===== config.mk =====
export PLATFORM = sky130hd
export DESIGN_NAME = pwm_duty_decoder
export DESIGN_NICKNAME = d
export VERILOG_FILES = /design/src/rtl/pwm_duty_decoder.sv
export SDC_FILE = /design/constraint.sdc
export NUM_CORES = 1
export LEC_CHECK = 0
export BUFFER_PORTS_ARGS = -buffer_cell sky130_fd_sc_hd__buf_2
export CORE_ASPECT_RATIO = 0.9
export CORE_MARGIN = 3
export CORE_UTILIZATION = 50
export DETAILED_ROUTE_END_ITERATION = 8
export PLACE_DENSITY = 0.67
export SLEW_MARGIN = 20
export SYNTH_ARGS = -nofsm -noshare
export SYNTH_HDL_FRONTEND = slang
export SYNTH_SLANG_ARGS = --single-unit

===== constraint.sdc =====
create_clock -name clock_i -period 4.36 [get_ports clock_i]
set_clock_uncertainty 0.15 [all_clocks]
set_input_delay 0.218 -clock clock_i [delete_from_list [all_inputs] [get_ports clock_i]]
set_output_delay 0.218 -clock clock_i [all_outputs]
set_load 0.1 [all_outputs]

===== src/rtl/pwm_duty_decoder.sv =====
// Recovers duty code and period of an asynchronous PWM input; a sequential restoring
// divider turns high time / period into a DUTY_WIDTH-bit code and flags stuck lines.
module pwm_duty_decoder #(
   parameter int DUTY_WIDTH = 8,
   parameter int CNT_WIDTH  = 16,
   parameter int TIMEOUT    = 1000
) (
   input  logic                  clock_i,
   input  logic                  reset_i,
   input  logic                  pwm_i,
   output logic [DUTY_WIDTH-1:0] duty_cycle_o,
   output logic [CNT_WIDTH-1:0]  period_o,
   output logic                  valid_o,
   output logic                  stuck_high_o,
   output logic                  stuck_low_o,
   output logic                  overrun_o
);
   // state | meaning
   // IDLE  | no edge since reset, idle timer running
   // HIGH  | synced line high, hi_cnt counting
   // LOW   | synced line low, lo_cnt counting
   // STUCK | timeout reported, waiting for any edge
   typedef enum logic [1:0] {IDLE, HIGH, LOW, STUCK} state_t;

   localparam int STEP_W = $clog2(DUTY_WIDTH + 2);
   localparam logic [CNT_WIDTH-1:0] CNT_MAX    = '1;
   localparam logic [CNT_WIDTH-1:0] TO_M1      = CNT_WIDTH'(TIMEOUT - 1);
   localparam logic [STEP_W-1:0]    STEP_FIRST = STEP_W'(DUTY_WIDTH + 1);

   state_t                state_q, state_d;
   logic                  sync1_q, sync2_q, prev_q;
   logic [CNT_WIDTH-1:0]  hi_q, hi_d, lo_q, lo_d, idle_q, idle_d;
   logic [CNT_WIDTH:0]    rem_q, rem_d, rem_in, psum;
   logic [CNT_WIDTH-1:0]  div_p_q, div_p_d, p_cap;
   logic [DUTY_WIDTH:0]   quo_q, quo_d;
   logic [STEP_W-1:0]     step_q, step_d;
   logic                  busy_q, busy_d;
   logic [DUTY_WIDTH-1:0] duty_q, duty_d, div_res;
   logic [CNT_WIDTH-1:0]  period_q, period_d;
   logic                  valid_q, valid_d, sh_q, sh_d, sl_q, sl_d, ovr_q, ovr_d;
   logic                  pend_q, pend_d, pend_hi_q, pend_hi_d;
   logic                  rise, fall, capture, stuck_evt, stuck_hi, div_done;

   function automatic logic [CNT_WIDTH-1:0] sat_inc(input logic [CNT_WIDTH-1:0] v);
      return (v == CNT_MAX) ? v : v + 1'b1;
   endfunction

   assign rise  = sync2_q & ~prev_q;
   assign fall  = ~sync2_q & prev_q;
   assign psum  = {1'b0, hi_q} + {1'b0, lo_q};
   assign p_cap = psum[CNT_WIDTH] ? CNT_MAX : psum[CNT_WIDTH-1:0];

   always_comb begin
      state_d   = state_q;
      hi_d      = hi_q;
      lo_d      = lo_q;
      idle_d    = idle_q;
      sh_d      = sh_q;
      sl_d      = sl_q;
      ovr_d     = ovr_q;
      capture   = 1'b0;
      stuck_evt = 1'b0;
      stuck_hi  = 1'b0;
      case (state_q)
         IDLE: begin
            hi_d = '0;
            lo_d = '0;
            if (rise) begin
               hi_d    = {{(CNT_WIDTH-1){1'b0}}, 1'b1};
               state_d = HIGH;
            end else if (idle_q == '0) begin
               stuck_evt = 1'b1;
               stuck_hi  = sync2_q;
               state_d   = STUCK;
            end else begin
               idle_d = idle_q - 1'b1;
            end
         end
         HIGH: begin
            if (fall) begin
               lo_d    = sat_inc(lo_q);
               state_d = LOW;
            end else if (sync2_q) begin
               hi_d = sat_inc(hi_q);
               if (hi_q == TO_M1) begin
                  stuck_evt = 1'b1;
                  stuck_hi  = 1'b1;
                  state_d   = STUCK;
               end
            end else begin
               lo_d = sat_inc(lo_q);
            end
         end
         LOW: begin
            if (rise) begin
               // hi_q==0 means we entered LOW straight from STUCK: no complete period yet
               if (hi_q != '0) begin
                  if (busy_q) ovr_d = 1'b1;
                  else        capture = 1'b1;
               end
               hi_d    = {{(CNT_WIDTH-1){1'b0}}, 1'b1};
               lo_d    = '0;
               state_d = HIGH;
            end else begin
               lo_d = sat_inc(lo_q);
               if (lo_q == TO_M1) begin
                  stuck_evt = 1'b1;
                  state_d   = STUCK;
               end
            end
         end
         default: begin
            if (rise || fall) begin
               sh_d = 1'b0;
               sl_d = 1'b0;
               hi_d = rise ? {{(CNT_WIDTH-1){1'b0}}, 1'b1} : '0;
               lo_d = rise ? '0 : {{(CNT_WIDTH-1){1'b0}}, 1'b1};
               state_d = rise ? HIGH : LOW;
            end
         end
      endcase
      if (stuck_evt) begin
         sh_d = stuck_hi;
         sl_d = ~stuck_hi;
      end
   end

   always_comb begin
      if (div_p_q == '0)          div_res = '0;
      else if (quo_q[DUTY_WIDTH]) div_res = '1;
      else                        div_res = quo_q[DUTY_WIDTH-1:0];
   end

   always_comb begin
      rem_d     = rem_q;
      div_p_d   = div_p_q;
      quo_d     = quo_q;
      step_d    = step_q;
      busy_d    = busy_q;
      duty_d    = duty_q;
      period_d  = period_q;
      valid_d   = 1'b0;
      pend_d    = pend_q;
      pend_hi_d = pend_hi_q;
      div_done  = 1'b0;
      rem_in    = '0;
      if (busy_q) begin
         if (step_q != '0) begin
            // first step tests H against P unshifted to produce the overflow quotient bit
            rem_in = (step_q == STEP_FIRST) ? rem_q : (rem_q << 1);
            if (rem_in >= {1'b0, div_p_q}) begin
               rem_d = rem_in - {1'b0, div_p_q};
               quo_d = {quo_q[DUTY_WIDTH-1:0], 1'b1};
            end else begin
               rem_d = rem_in;
               quo_d = {quo_q[DUTY_WIDTH-1:0], 1'b0};
            end
            step_d = step_q - 1'b1;
         end else begin
            div_done = 1'b1;
            busy_d   = 1'b0;
         end
      end
      if (capture) begin
         rem_d   = {1'b0, hi_q};
         div_p_d = p_cap;
         quo_d   = '0;
         step_d  = STEP_FIRST;
         busy_d  = 1'b1;
      end
      if (div_done) begin
         duty_d   = div_res;
         period_d = div_p_q;
         valid_d  = 1'b1;
         if (stuck_evt) begin
            pend_d    = 1'b1;
            pend_hi_d = stuck_hi;
         end
      end else if (stuck_evt) begin
         duty_d  = {DUTY_WIDTH{stuck_hi}};
         valid_d = 1'b1;
      end else if (pend_q) begin
         duty_d  = {DUTY_WIDTH{pend_hi_q}};
         valid_d = 1'b1;
         pend_d  = 1'b0;
      end
   end

   always_ff @(posedge clock_i or posedge reset_i) begin
      if (reset_i) begin
         sync1_q   <= 1'b0;
         sync2_q   <= 1'b0;
         prev_q    <= 1'b0;
         state_q   <= IDLE;
         hi_q      <= '0;
         lo_q      <= '0;
         idle_q    <= TO_M1;
         rem_q     <= '0;
         div_p_q   <= '0;
         quo_q     <= '0;
         step_q    <= '0;
         busy_q    <= 1'b0;
         duty_q    <= '0;
         period_q  <= '0;
         valid_q   <= 1'b0;
         sh_q      <= 1'b0;
         sl_q      <= 1'b0;
         ovr_q     <= 1'b0;
         pend_q    <= 1'b0;
         pend_hi_q <= 1'b0;
      end else begin
         sync1_q   <= pwm_i;
         sync2_q   <= sync1_q;
         prev_q    <= sync2_q;
         state_q   <= state_d;
         hi_q      <= hi_d;
         lo_q      <= lo_d;
         idle_q    <= idle_d;
         rem_q     <= rem_d;
         div_p_q   <= div_p_d;
         quo_q     <= quo_d;
         step_q    <= step_d;
         busy_q    <= busy_d;
         duty_q    <= duty_d;
         period_q  <= period_d;
         valid_q   <= valid_d;
         sh_q      <= sh_d;
         sl_q      <= sl_d;
         ovr_q     <= ovr_d;
         pend_q    <= pend_d;
         pend_hi_q <= pend_hi_d;
      end
   end

   assign duty_cycle_o = duty_q;
   assign period_o     = period_q;
   assign valid_o      = valid_q;
   assign stuck_high_o = sh_q;
   assign stuck_low_o  = sl_q;
   assign overrun_o    = ovr_q;
endmodule


==> impl_metrics.sql, run 1 <==
INSERT INTO impl_metrics (metric_group, metric, value, unit) VALUES
('finish', 'final_design_area_no_fill', '8881', 'sq um'),
('place', 'detailed_place.area', '8205', 'sq um'),
('sta', 'tightestPinTransition', '0.9030', 'ns'),
('power', 'power.switching_fraction', '0.4690', ''),
('critical_path', 'critical_path_buf_inv_count', '3', ''),
('place', 'detailedPlace.worstSlack', '0.5161', 'ns'),
('die', 'design.die.area', '17250', 'sq um'),
('clock_tree', 'cts_made_buffers', '17', ''),
('global_route', 'gr-total-overflow', '0', ''),
('clock_tree', 'h_tree_depth', '4', ''),
('routing', 'vias_per_cell', '5.925', ''),
('place', 'place_inst', '1064', ''),
('finish', 'number_of_fill_cells_in_the_layout', '1293', ''),
('power', 'pwr-share-seq', '0.244', ''),
('die', 'die_h', '124.9', 'um'),
('synth', 'netlist_instances', '856', ''),
('clock_tree', 'cts_tree', 'built', ''),
('hold_path', 'timing.hold.worst.class', 'reg2reg', ''),
('critical_path', 'critical_path.top_delay_family', 'compound AO/OA/AOI/OAI gates', ''),
('critical_path', 'cp-start-kind', 'flip-flop', ''),
('synth', 'post_synth_num_cell_types', '75', ''),
('die', 'rows', '42', ''),
('die', 'io_count', '31', ''),
('critical_path', 'critPathArrivalTime', '4.10', 'ns'),
('critical_path', 'worstPathCellList', 'inv_1 -> ha_1 -> nand3b_1 -> mux2i_1 -> inv_1 -> ha_1 -> a21oi_1 -> o211ai_1 -> a221oi_2 -> o211ai_1 -> a21oi_2 -> buf_12 -> mux2_2 -> o21ai_0', ''),
('power', 'p_comb_frac', '0.543', ''),
('synth', 'post_synth_edffs', '0', ''),
('sta', 'finalCriticalPeriod', '3.915', 'ns'),
('place', 'finalWeightedCongestion', '0.9271', ''),
('sta', 'fin_tns_setup', '0', 'ns'),
('sta', 'finalHoldViolations', '0', ''),
('clock_tree', 'clock_tree.root_cell', 'sky130_fd_sc_hd__clkbuf_16', ''),
('global_route', 'grt_start_max_net_pins', '60', ''),
('critical_path', 'setup.worst_path.end_class', 'flip-flop', ''),
('power', 'netSwitchingPower', '3.440', 'mW'),
('run_status', 'outcome', 'finished, final reports clean', ''),
('finish', 'antenna_cells', '0', ''),
('critical_path', 'setup.reg_to_reg.worst_slack', '0.44', 'ns'),
('sta', 'max_slew_margin', '0.3952', ''),
('die', 'initial_core_utilization', '0.5225', ''),
('critical_path', 'crit_type', 'reg2reg', ''),
('synth', 'synthesis.area_per_instance', '9.174', 'sq um'),
('finish', 'layout.cells.most_common', 'sky130_fd_sc_hd__nand2_1', ''),
('global_route', 'grt_antenna_before_repair', '0', ''),
('die', 'core_area', '15030', 'sq um'),
('critical_path', 'critical_path.max_stage_delay', '0.43', 'ns'),
('synth', 'syn-num-nets', '908', ''),
('synth', 'synth-seq-area-share', '0.4156', ''),
('synth', 'netlist_area', '7853', 'sq um'),
('finish', 'layout_common_cells', '126 x sky130_fd_sc_hd__nand2_1, 122 x sky130_fd_sc_hd__dfrtp_1, 72 x sky130_fd_sc_hd__o21ai_0, 60 x sky130_fd_sc_hd__nor2_1, 49 x sky130_fd_sc_hd__inv_1', ''),
('routing', 'first_iter_violations', '573', ''),
('finish', 'regArea', '3263', 'sq um'),
('clock_tree', 'insertion_delay', '0.42', 'ns'),
('clock_tree', 'ctsResizeCount', '0', ''),
('power', 'power_report.internal_total', '3.894', 'mW'),
('routing', 'vias', '6506', ''),
('synth', 'postSynthRegisterBits', '130', ''),
('synth', 'synth-warning-count', '0', ''),
('finish', 'footprint_of_the_multi_input_gates', '4267', 'sq um'),
('critical_path', 'data_required_time_at_the_worst_endpoint', '4.55', 'ns'),
('routing', 'number_of_optimization_iterations_in_the_first_detailed_route_pass', '5', ''),
('place', 'detailedPlacementHpwl', '14370', 'um'),
('sta', 'setup_viol', '0', ''),
('sta', 'final_critical_path_setup_slack', '0.4448', 'ns'),
('clock_tree', 'tritoncts_num_sinks', '130', ''),
('power', 'cellLeakagePower', '4.266', 'nW'),
('routing', 'drc_markers', '0', ''),
('power', 'worst_supply_voltage_drop_on_vdd', '458.6', 'uV'),
('power', 'clkPwrFrac', '0.213', ''),
('sta', 'final_min_period_over_clock_period', '0.8980', ''),
('die', 'fp.dieW', '138.1', 'um');
-- state kept, by name, indices dropped and copies added, names as in the netlist, 2 cells and up --
register	cells
hi_q	16
quo_q	9
div_p_q	16
rem_q	17
lo_q	16
period_o	16
state_q	2
idle_q	16
duty_cycle_o	8
step_q	4
-- worst paths after layout --
check,depth (start not counted),end,startpoint
min in group asynchronous,3,quo_q[3],reset_i
hold / removal,0,sync2_q,sync1_q
setup / recovery,14,rem_q[1],step_q[1]
max in group asynchronous,4,idle_q[1],reset_i
hold reg to reg,0,sync2_q,sync1_q
setup reg to reg,14,rem_q[1],step_q[1]
-- logic make-up (layout without fill, tap and decap cells) --
| family | after synthesis | after routing | synth area share |
|---|---|---|---|
| AOI/OAI and AO/OA | 210 | 210 | 0.1759 |
| buffers and inverters | 80 | 124 | 0.04191 |
| adders and majority gates | 49 | 49 | 0.07999 |
| DFF | 130 | 130 | 0.4156 |
| xor gates and xnor gates | 64 | 64 | 0.07138 |
| muxes | 20 | 20 | 0.02629 |
| and+or+nand+nor | 303 | 303 | 0.1890 |
-- cell usage after synthesis, types with 8 or more instances --
cell type / n / area (sq um)
sky130_fd_sc_hd__nand4_1: 13 / 81.33
sky130_fd_sc_hd__ha_1: 47 / 588.1
sky130_fd_sc_hd__a2bb2oi_1: 10 / 87.58
sky130_fd_sc_hd__nor2b_1: 9 / 56.30
sky130_fd_sc_hd__buf_2: 8 / 40.04
sky130_fd_sc_hd__and3_1: 9 / 56.30
sky130_fd_sc_hd__o21ai_0: 72 / 360.4
sky130_fd_sc_hd__dfstp_2: 8 / 210.2
sky130_fd_sc_hd__a21oi_1: 31 / 155.2
sky130_fd_sc_hd__nand2_1: 126 / 473.0
sky130_fd_sc_hd__inv_1: 50 / 187.7
sky130_fd_sc_hd__nor2_1: 60 / 225.2
sky130_fd_sc_hd__nand3_1: 21 / 105.1
sky130_fd_sc_hd__a31oi_1: 8 / 50.05
sky130_fd_sc_hd__xor2_1: 39 / 341.6
sky130_fd_sc_hd__clkbuf_1: 19 / 71.32
sky130_fd_sc_hd__xnor2_1: 25 / 219.0
sky130_fd_sc_hd__nor3_1: 9 / 45.04
sky130_fd_sc_hd__a22oi_1: 23 / 172.7
sky130_fd_sc_hd__dfrtp_1: 122 / 3053
sky130_fd_sc_hd__nor4_1: 10 / 62.56
sky130_fd_sc_hd__mux2i_1: 15 / 150.1
sky130_fd_sc_hd__a21o_1: 14 / 105.1
-- area by class of cell --
cell class	count	share of cell area
Multi-Input combinational cell	646	0.4804
Clock inverter	11	0.01972
Sequential cell	130	0.3674
Timing Repair Buffer	42	0.02902
Inverter	50	0.02141
Clock buffer	21	0.05410
Tap cell	198	0.02790
-- per-layer routing --
| metal | track usage | wire [um] | vias to the layer above | part of all wire |
|---|---|---|---|---|
| li1 | - | - | 3103 | - |
| met1 | 0.3349 | 9295 | 3191 | 0.47 |
| met2 | 0.3751 | 9071 | 187 | 0.46 |
| met3 | 0.04683 | 1017 | 25 | 0.052 |
| met4 | 0.06043 | 263 | 0 | 0.013 |
| met5 | 0 | 0 | - | 0 |
-- worst register-to-register path, delay by kind of cell, from the launching register on --
kind / cells / cell delay (ns)
compound gates: 6 / 1.35
flops: 1 / 0.40
buf+inv: 3 / 0.36
simple gates: 1 / 0.35
mux: 2 / 0.79
fa+ha+maj: 2 / 0.44
-- power by group through the flow --
stage	registers [mW]	clock network [mW]	logic, mW
detailed placement	1.79	0	3.91
global placement	1.79	0	3.83
CTS	1.78	1.59	3.94
global route	1.83	1.65	4.35
floorplan	2.44	0	2.44
finish	1.79	1.56	3.98
-- metrics by stage --
stage / total power, mW / hold WS, ns
after floorplan: 4.875 / 0.09943
after global placement: 5.614 / 0.1779
after detailed placement: 5.707 / 0.1867
after CTS: 7.310 / 0.2022
after global routing: 7.835 / 0.2181
final: 7.334 / 0.1987
-- repair_timing --
item,in CTS,in global routing
hold buffers,2,0
buffers inserted,0,0
endpoints found under the hold margin,58,0
No activity file was read; power rests on OpenSTA's default activity.
==> run 2: changes to the inputs <==
--- a/config.mk
+++ b/config.mk
@@ -12,4 +12,5 @@
 export DETAILED_ROUTE_END_ITERATION = 8
 export PLACE_DENSITY = 0.67
+export SETUP_SLACK_MARGIN = 0.15
 export SLEW_MARGIN = 20
 export SYNTH_ARGS = -nofsm -noshare
==> constraint.sdc (replaced) <==
create_clock -name clock_i -period 4.36 [get_ports clock_i]
set_clock_uncertainty 0.15 [all_clocks]
set_input_delay 0.872 -clock clock_i [delete_from_list [all_inputs] [get_ports clock_i]]
set_output_delay 0.872 -clock clock_i [all_outputs]
set_load 0.1 [all_outputs]
==> run 2 against run 1 <==
  * Clock power about the same
  * Largest cell class unchanged
  * Die area unchanged
  * Sequential share of layout area about the same
  * Worst hold slack worse by 0.00096 ns
  * Wire length down 1.2%
  * Sequential cell count unchanged
  * Via count down 0.65%
  * Highest routed layer unchanged
  * Final cell count down 0.27%
  * Non-clock buffer count down 3
  * First-iteration DRC count up 3.5%
  * Worst setup slack better by 0.070 ns
==> impl_metrics.sql, run 2 (same netlist as run 1, synthesis figures left out) <==
INSERT INTO impl_metrics (metric_group, metric, value, unit) VALUES
('die', 'die_h', '124.9', 'um'),
('clock_tree', 'cts_tree', 'built', ''),
('hold_path', 'worst_hold_path.endpoint', 'sync2_q', ''),
('run_status', 'outcome', 'finished, final reports clean', ''),
('sta', 'final_max_slew_viol_count', '0', ''),
('power', 'cellLeakagePower', '4.250', 'nW'),
('sta', 'setup_viol', '0', ''),
('critical_path', 'crit_path_max_fanout', '11', ''),
('clock_tree', 'clock_tree.root_cell', 'sky130_fd_sc_hd__clkbuf_16', ''),
('global_route', 'grt_antenna_before_repair', '0', ''),
('clock_tree', 'number_of_buffers_between_clock_root_and_the_deepest_sink', '2', ''),
('die', 'fp.dieW', '138.1', 'um'),
('sta', 'grt_setup_unrepaired', 'false', ''),
('finish', 'largest_register', 'rem_q', ''),
('finish', 'drive_gt1_frac', '0.1226', ''),
('clock_tree', 'cts_made_buffers', '17', ''),
('place', 'finalWeightedCongestion', '0.9258', ''),
('clock_tree', 'h_tree_depth', '4', ''),
('critical_path', 'worstRegToRegCells', '15', ''),
('sta', 'max_slew_margin', '0.4664', ''),
('die', 'design.die.area', '17250', 'sq um'),
('finish', 'layout.cells.most_common', 'sky130_fd_sc_hd__nand2_1', ''),
('global_route', 'grt_start_max_net_pins', '99', ''),
('critical_path', 'setup.reg_to_reg.worst_slack', '0.52', 'ns'),
('hold_path', 'whs_path_depth', '0', ''),
('global_route', 'grt.total_usage', '0.2303', ''),
('place', 'place_inst', '1063', ''),
('hold_path', 'hold_path.startpoint', 'sync1_q', ''),
('die', 'io_count', '31', ''),
('finish', 'final_design_area_no_fill', '8872', 'sq um'),
('clock_tree', 'clock_transition_time_at_the_flip_flop_clock_pins_of_the_worst_setup_and_hold_paths', '0.06', 'ns'),
('critical_path', 'data_required_time_at_the_worst_endpoint', '4.51', 'ns'),
('finish', 'stdcell_count', '1095', ''),
('clock_tree', 'tritoncts_num_sinks', '130', ''),
('die', 'rows', '42', ''),
('sta', 'finalHoldViolations', '0', ''),
('routing', 'vias', '6464', ''),
('critical_path', 'critPathArrivalTime', '4.00', 'ns'),
('die', 'core_area', '15030', 'sq um'),
('sta', 'fin_tns_setup', '0', 'ns'),
('critical_path', 'endpoint_of_the_worst_register_to_register_path', 'rem_q[16]', ''),
('global_route', 'gr-total-overflow', '0', ''),
('place', 'detailedPlacementHpwl', '14270', 'um'),
('critical_path', 'cp-start-kind', 'flip-flop', ''),
('global_route', 'grt_first_pass_wirelength', '32490', 'um'),
('finish', 'largest_register_ffs', '17', ''),
('finish', 'antenna_cells', '0', ''),
('hold_path', 'timing.hold.worst.class', 'reg2reg', ''),
('routing', 'routed_wl', '19420', 'um'),
('clock_tree', 'hold_buffers', '0', ''),
('clock_tree', 'postCtsSetupBuffers', '0', ''),
('sta', 'fmaxAchievable', '260.1', 'MHz'),
('global_route', 'first_global_vias', '6326', ''),
('finish', 'layout_common_cells', '126 x sky130_fd_sc_hd__nand2_1, 122 x sky130_fd_sc_hd__dfrtp_1, 72 x sky130_fd_sc_hd__o21ai_0, 60 x sky130_fd_sc_hd__nor2_1, 49 x sky130_fd_sc_hd__inv_1', ''),
('clock_tree', 'ctsResizeCount', '0', ''),
('critical_path', 'worst_r2r_startpoint', 'step_q[1]', ''),
('clock_tree', 'insertion_delay', '0.43', 'ns'),
('routing', 'vias_per_cell', '5.903', ''),
('power', 'powerDensity', '829.3', 'nW/um^2'),
('critical_path', 'crit_type', 'reg2reg', ''),
('routing', 'number_of_optimization_iterations_in_the_first_detailed_route_pass', '5', ''),
('sta', 'final_min_period_over_clock_period', '0.8819', ''),
('flow_run', 'cap_viol_max_count', '0', ''),
('sta', 'finalCriticalPeriod', '3.845', 'ns'),
('routing', 'first_iter_violations', '593', ''),
('routing', 'ant_nets', '0', ''),
('finish', 'synthesis_to_layout_area_growth', '12.99', '%'),
('sta', 'tightestPinTransition', '0.7967', 'ns'),
('routing', 'post_drt_wl_per_cell', '17.73', 'um'),
('place', 'place.port_buffers', '30', ''),
('finish', 'nNetsFinal', '936', ''),
('die', 'initial_core_utilization', '0.5225', ''),
('place', 'detailed_place.area', '8212', 'sq um'),
('critical_path', 'setup.worst_path.end_class', 'flip-flop', ''),
('power', 'worst_supply_voltage_drop_on_vdd', '492.9', 'uV'),
('routing', 'drc_markers', '0', '');
[run 2: final cells by class]
type,instances,area [sq um]
well taps,198,247.7
clock inverters,12,203.9
inverters,50,191.4
multi-input cells,646,4267
flip-flops and latches,130,3263
clock buffers,20,456.7
fillers,1292,6157
repair buffers,39,242.7
[run 2: power breakdown]
| group | internal, mW | switching [mW] |
|---|---|---|
| logic | 1.34 | 2.65 |
| clock network | 1.05 | 0.536 |
| registers | 1.53 | 0.254 |
[run 2: through the flow]
stage / hold WS, ns / setup WS, ns / util / total power [mW]
floorplan: 0.1812 / 0.6343 / - / 4.876
global placement: 0.1900 / 0.6687 / 0.5464 / 5.622
detailed placement: 0.1879 / 0.5809 / 0.5464 / 5.714
CTS: 0.1972 / 0.5601 / 0.5903 / 7.340
global route: 0.2032 / 0.2494 / 0.5903 / 7.824
finish: 0.1977 / 0.5150 / 0.5903 / 7.358
[run 2: worst max-delay path, cell delays in order, from the launching register on]
cell,delay (ns)
sky130_fd_sc_hd__dfrtp_1,0.39
sky130_fd_sc_hd__inv_1,0.08
sky130_fd_sc_hd__ha_1,0.14
sky130_fd_sc_hd__nand3b_1,0.34
sky130_fd_sc_hd__inv_1,0.29
sky130_fd_sc_hd__nand2_1,0.10
sky130_fd_sc_hd__ha_1,0.23
sky130_fd_sc_hd__fa_1,0.42
sky130_fd_sc_hd__nor2b_1,0.17
sky130_fd_sc_hd__o31a_1,0.20
sky130_fd_sc_hd__o31a_1,0.16
sky130_fd_sc_hd__o211ai_1,0.12
sky130_fd_sc_hd__a21o_1,0.22
sky130_fd_sc_hd__and4_1,0.20
sky130_fd_sc_hd__o211a_1,0.21
sky130_fd_sc_hd__or3_1,0.30
[run 2: worst max path at each step]
stage,startpoint,end,slack (ns),cells after the start
after floorplan,step_q[1],rem_q[0],0.63,16
after global placement,step_q[1],rem_q[16],0.67,15
after detailed placement,step_q[0],rem_q[1],0.58,14
after CTS,step_q[1],rem_q[16],0.56,15
after global routing,step_q[1],rem_q[1],0.25,14
final,step_q[1],rem_q[16],0.52,15
[run 2: routing by layer]
| metal | routed length (um) | track usage |
|---|---|---|
| met4 | 236 | 0.07031 |
| met2 | 8984 | 0.3651 |
| met1 | 9262 | 0.3246 |
| met3 | 935 | 0.03877 |
| met5 | 0 | 0 |
==> run 3: changes to the inputs <==
Settings changed: CORE_ASPECT_RATIO 0.9 to 0.7, CORE_UTILIZATION 50 to 55, PLACE_DENSITY 0.67 to 0.72.
==> run 3 against run 2 <==
  * Combinational power barely moved
  * Design area fell by 1.5%
  * Fmax fell by 1.6%
  * Clock-buffer cell count fell by 1
  * Via count rose by 1.8%
  * Die area fell by 8.6%
  * Sequential share of layout area rose by 0.57 points
  * Sequential cell count did not move
  * Core utilization rose by 5.5 points
  * Largest cell class unchanged
  * Highest routed layer unchanged
==> impl_metrics.sql, run 3 (same netlist as run 1, synthesis figures left out) <==
INSERT INTO impl_metrics (metric_group, metric, value, unit) VALUES
('critical_path', 'crit_type', 'reg2reg', ''),
('routing', 'vias_per_cell', '6.090', ''),
('hold_path', 'timing.hold.worst.class', 'reg2reg', ''),
('critical_path', 'critical_path_buf_inv_count', '2', ''),
('power', 'cellLeakagePower', '4.199', 'nW'),
('finish', 'drive_gt1_frac', '0.1205', ''),
('critical_path', 'worstRegToRegCells', '13', ''),
('hold_path', 'whs_path_depth', '0', ''),
('clock_tree', 'hold_buffers', '0', ''),
('global_route', 'grt.total_usage', '0.2600', ''),
('critical_path', 'endpoint_of_the_worst_register_to_register_path', 'rem_q[1]', ''),
('finish', 'antenna_cells', '0', ''),
('sta', 'tightestPinTransition', '0.9137', 'ns'),
('critical_path', 'setup.reg_to_reg.worst_slack', '0.45', 'ns'),
('critical_path', 'worst_r2r_startpoint', 'step_q[0]', ''),
('routing', 'number_of_optimization_iterations_in_the_first_detailed_route_pass', '5', ''),
('finish', 'fin_util', '0.6456', ''),
('routing', 'vias', '6583', ''),
('finish', 'nNetsFinal', '935', ''),
('clock_tree', 'h_tree_depth', '4', ''),
('global_route', 'grt_antenna_before_repair', '0', ''),
('routing', 'drc_markers', '0', ''),
('clock_tree', 'insertion_delay', '0.41', 'ns'),
('sta', 'fmaxAchievable', '255.8', 'MHz'),
('place', 'finalWeightedCongestion', '0.8932', ''),
('die', 'core_area', '13530', 'sq um'),
('routing', 'first_iter_violations', '648', ''),
('die', 'rows', '35', ''),
('die', 'die_h', '106.0', 'um'),
('place', 'place.port_buffers', '30', ''),
('sta', 'max_slew_margin', '0.3902', ''),
('clock_tree', 'clock_transition_time_at_the_flip_flop_clock_pins_of_the_worst_setup_and_hold_paths', '0.06', 'ns'),
('sta', 'fin_tns_setup', '0', 'ns'),
('routing', 'routed_wl', '20000', 'um'),
('power', 'worst_supply_voltage_drop_on_vdd', '427.5', 'uV'),
('finish', 'synthesis_to_layout_area_growth', '11.25', '%'),
('finish', 'layout.cells.most_common', 'sky130_fd_sc_hd__nand2_1', ''),
('critical_path', 'data_required_time_at_the_worst_endpoint', '4.54', 'ns'),
('finish', 'layout_common_cells', '126 x sky130_fd_sc_hd__nand2_1, 122 x sky130_fd_sc_hd__dfrtp_1, 72 x sky130_fd_sc_hd__o21ai_0, 60 x sky130_fd_sc_hd__nor2_1, 49 x sky130_fd_sc_hd__inv_1', ''),
('critical_path', 'timing.critical_path.slowest_stage_cell', 'sky130_fd_sc_hd__dfrtp_1', ''),
('sta', 'setup_viol', '0', ''),
('clock_tree', 'tritoncts_num_sinks', '130', ''),
('place', 'detailedPlacementHpwl', '14660', 'um'),
('critical_path', 'critPathArrivalTime', '4.09', 'ns'),
('flow_run', 'cap_viol_max_count', '0', ''),
('sta', 'grt_setup_unrepaired', 'false', ''),
('critical_path', 'setup.worst_path.end_class', 'flip-flop', ''),
('hold_path', 'worst_hold_path.endpoint', 'sync2_q', ''),
('die', 'fp.dieW', '148.8', 'um'),
('clock_tree', 'cts_tree', 'built', ''),
('clock_tree', 'number_of_buffers_between_clock_root_and_the_deepest_sink', '2', ''),
('clock_tree', 'ctsResizeCount', '0', ''),
('clock_tree', 'clock_tree.root_cell', 'sky130_fd_sc_hd__clkbuf_16', ''),
('sta', 'final_max_slew_viol_count', '0', ''),
('critical_path', 'critical_path.top_delay_family', 'compound AO/OA/AOI/OAI gates', ''),
('power', 'powerDensity', '813.6', 'nW/um^2'),
('die', 'design.die.area', '15770', 'sq um'),
('sta', 'finalCriticalPeriod', '3.909', 'ns'),
('routing', 'ant_nets', '0', ''),
('clock_tree', 'postCtsSetupBuffers', '0', ''),
('global_route', 'gr-total-overflow', '0', ''),
('finish', 'largest_register', 'rem_q', ''),
('critical_path', 'worstPathCellList', 'ha_1 -> nand3b_1 -> mux2i_1 -> inv_1 -> ha_1 -> a21oi_1 -> o211ai_1 -> a221oi_2 -> o211ai_1 -> a21oi_2 -> buf_4 -> mux2_2 -> o21ai_0', ''),
('routing', 'post_drt_wl_per_cell', '18.50', 'um'),
('place', 'detailedPlace.worstSlack', '0.4995', 'ns'),
('critical_path', 'critical_path.max_stage_delay', '0.42', 'ns'),
('hold_path', 'hold_path.startpoint', 'sync1_q', ''),
('finish', 'largest_register_ffs', '17', ''),
('clock_tree', 'cts_made_buffers', '17', ''),
('die', 'initial_core_utilization', '0.5803', ''),
('global_route', 'grt_first_pass_wirelength', '32650', 'um'),
('die', 'io_count', '31', ''),
('sta', 'final_min_period_over_clock_period', '0.8965', ''),
('run_status', 'outcome', 'finished, final reports clean', ''),
('critical_path', 'crit_path_max_fanout', '21', ''),
('sta', 'finalHoldViolations', '0', ''),
('global_route', 'first_global_vias', '6232', ''),
('global_route', 'grt_start_max_net_pins', '102', ''),
('critical_path', 'cp-start-kind', 'flip-flop', ''),
('sta', 'final_critical_path_setup_slack', '0.4514', 'ns');
[run 3: cell types whose count changed in the layout (fill, tap and decap cells not counted), moves of 2 or more]
cell	before	now
sky130_fd_sc_hd__bufinv_16	5	1
sky130_fd_sc_hd__clkbuf_8	2	0
sky130_fd_sc_hd__clkinv_4	2	4
sky130_fd_sc_hd__inv_6	1	3
[run 3: worst max-delay path by stage]
stage              start        to  slack (ns)  cells past startpoint
2_1_floorplan  step_q[1]  rem_q[0]        0.63                     16
3_3_place_gp   step_q[0]  rem_q[1]        0.63                     15
3_5_place_dp   step_q[0]  rem_q[1]        0.50                     15
4_1_cts        step_q[0]  rem_q[1]        0.48                     15
5_1_grt        step_q[0]  rem_q[0]        0.15                     17
6_report       step_q[0]  rem_q[1]        0.45                     13
[run 3: layout make-up]
cell class              instances  area (sq um)
clock buffers                  19         432.9
clock inverters                13         127.6
fillers                      1109          4796
inverters                      50         191.4
multi-input cells             646          4267
flip-flops and latches        130          3263
well taps                     185         231.5
repair buffers                 38         222.7
[run 3: through the flow]
stage | area [sq um] | power [mW] | cells | hold slack (ns)
3_3_place_gp | 8175 | 5.568 | 1049 | 0.1844
3_5_place_dp | 8175 | 5.688 | 1049 | 0.1878
6_report | 8736 | 7.107 | 1081 | 0.1992
5_1_grt | 8736 | 7.553 | 1081 | 0.2164
2_1_floorplan | 7856 | 4.876 | 856 | 0.1812
4_1_cts | 8736 | 7.068 | 1081 | 0.2017
[run 3: report_power, final]
part / internal (mW) / leakage [nW] / total (mW) / switching, mW
Clock: 0.794 / 0.270 / 1.36 / 0.562
Sequential: 1.53 / 1.68 / 1.78 / 0.250
Combinational: 1.32 / 2.25 / 3.97 / 2.65
[run 3: layer usage]
metal	global-route usage	part of all wire	vias to the layer above
li1	-	-	3080
met1	0.4029	0.50	3279
met2	0.3806	0.44	206
met3	0.04772	0.059	18
met4	0.05879	0.0079	0
met5	0	0	-
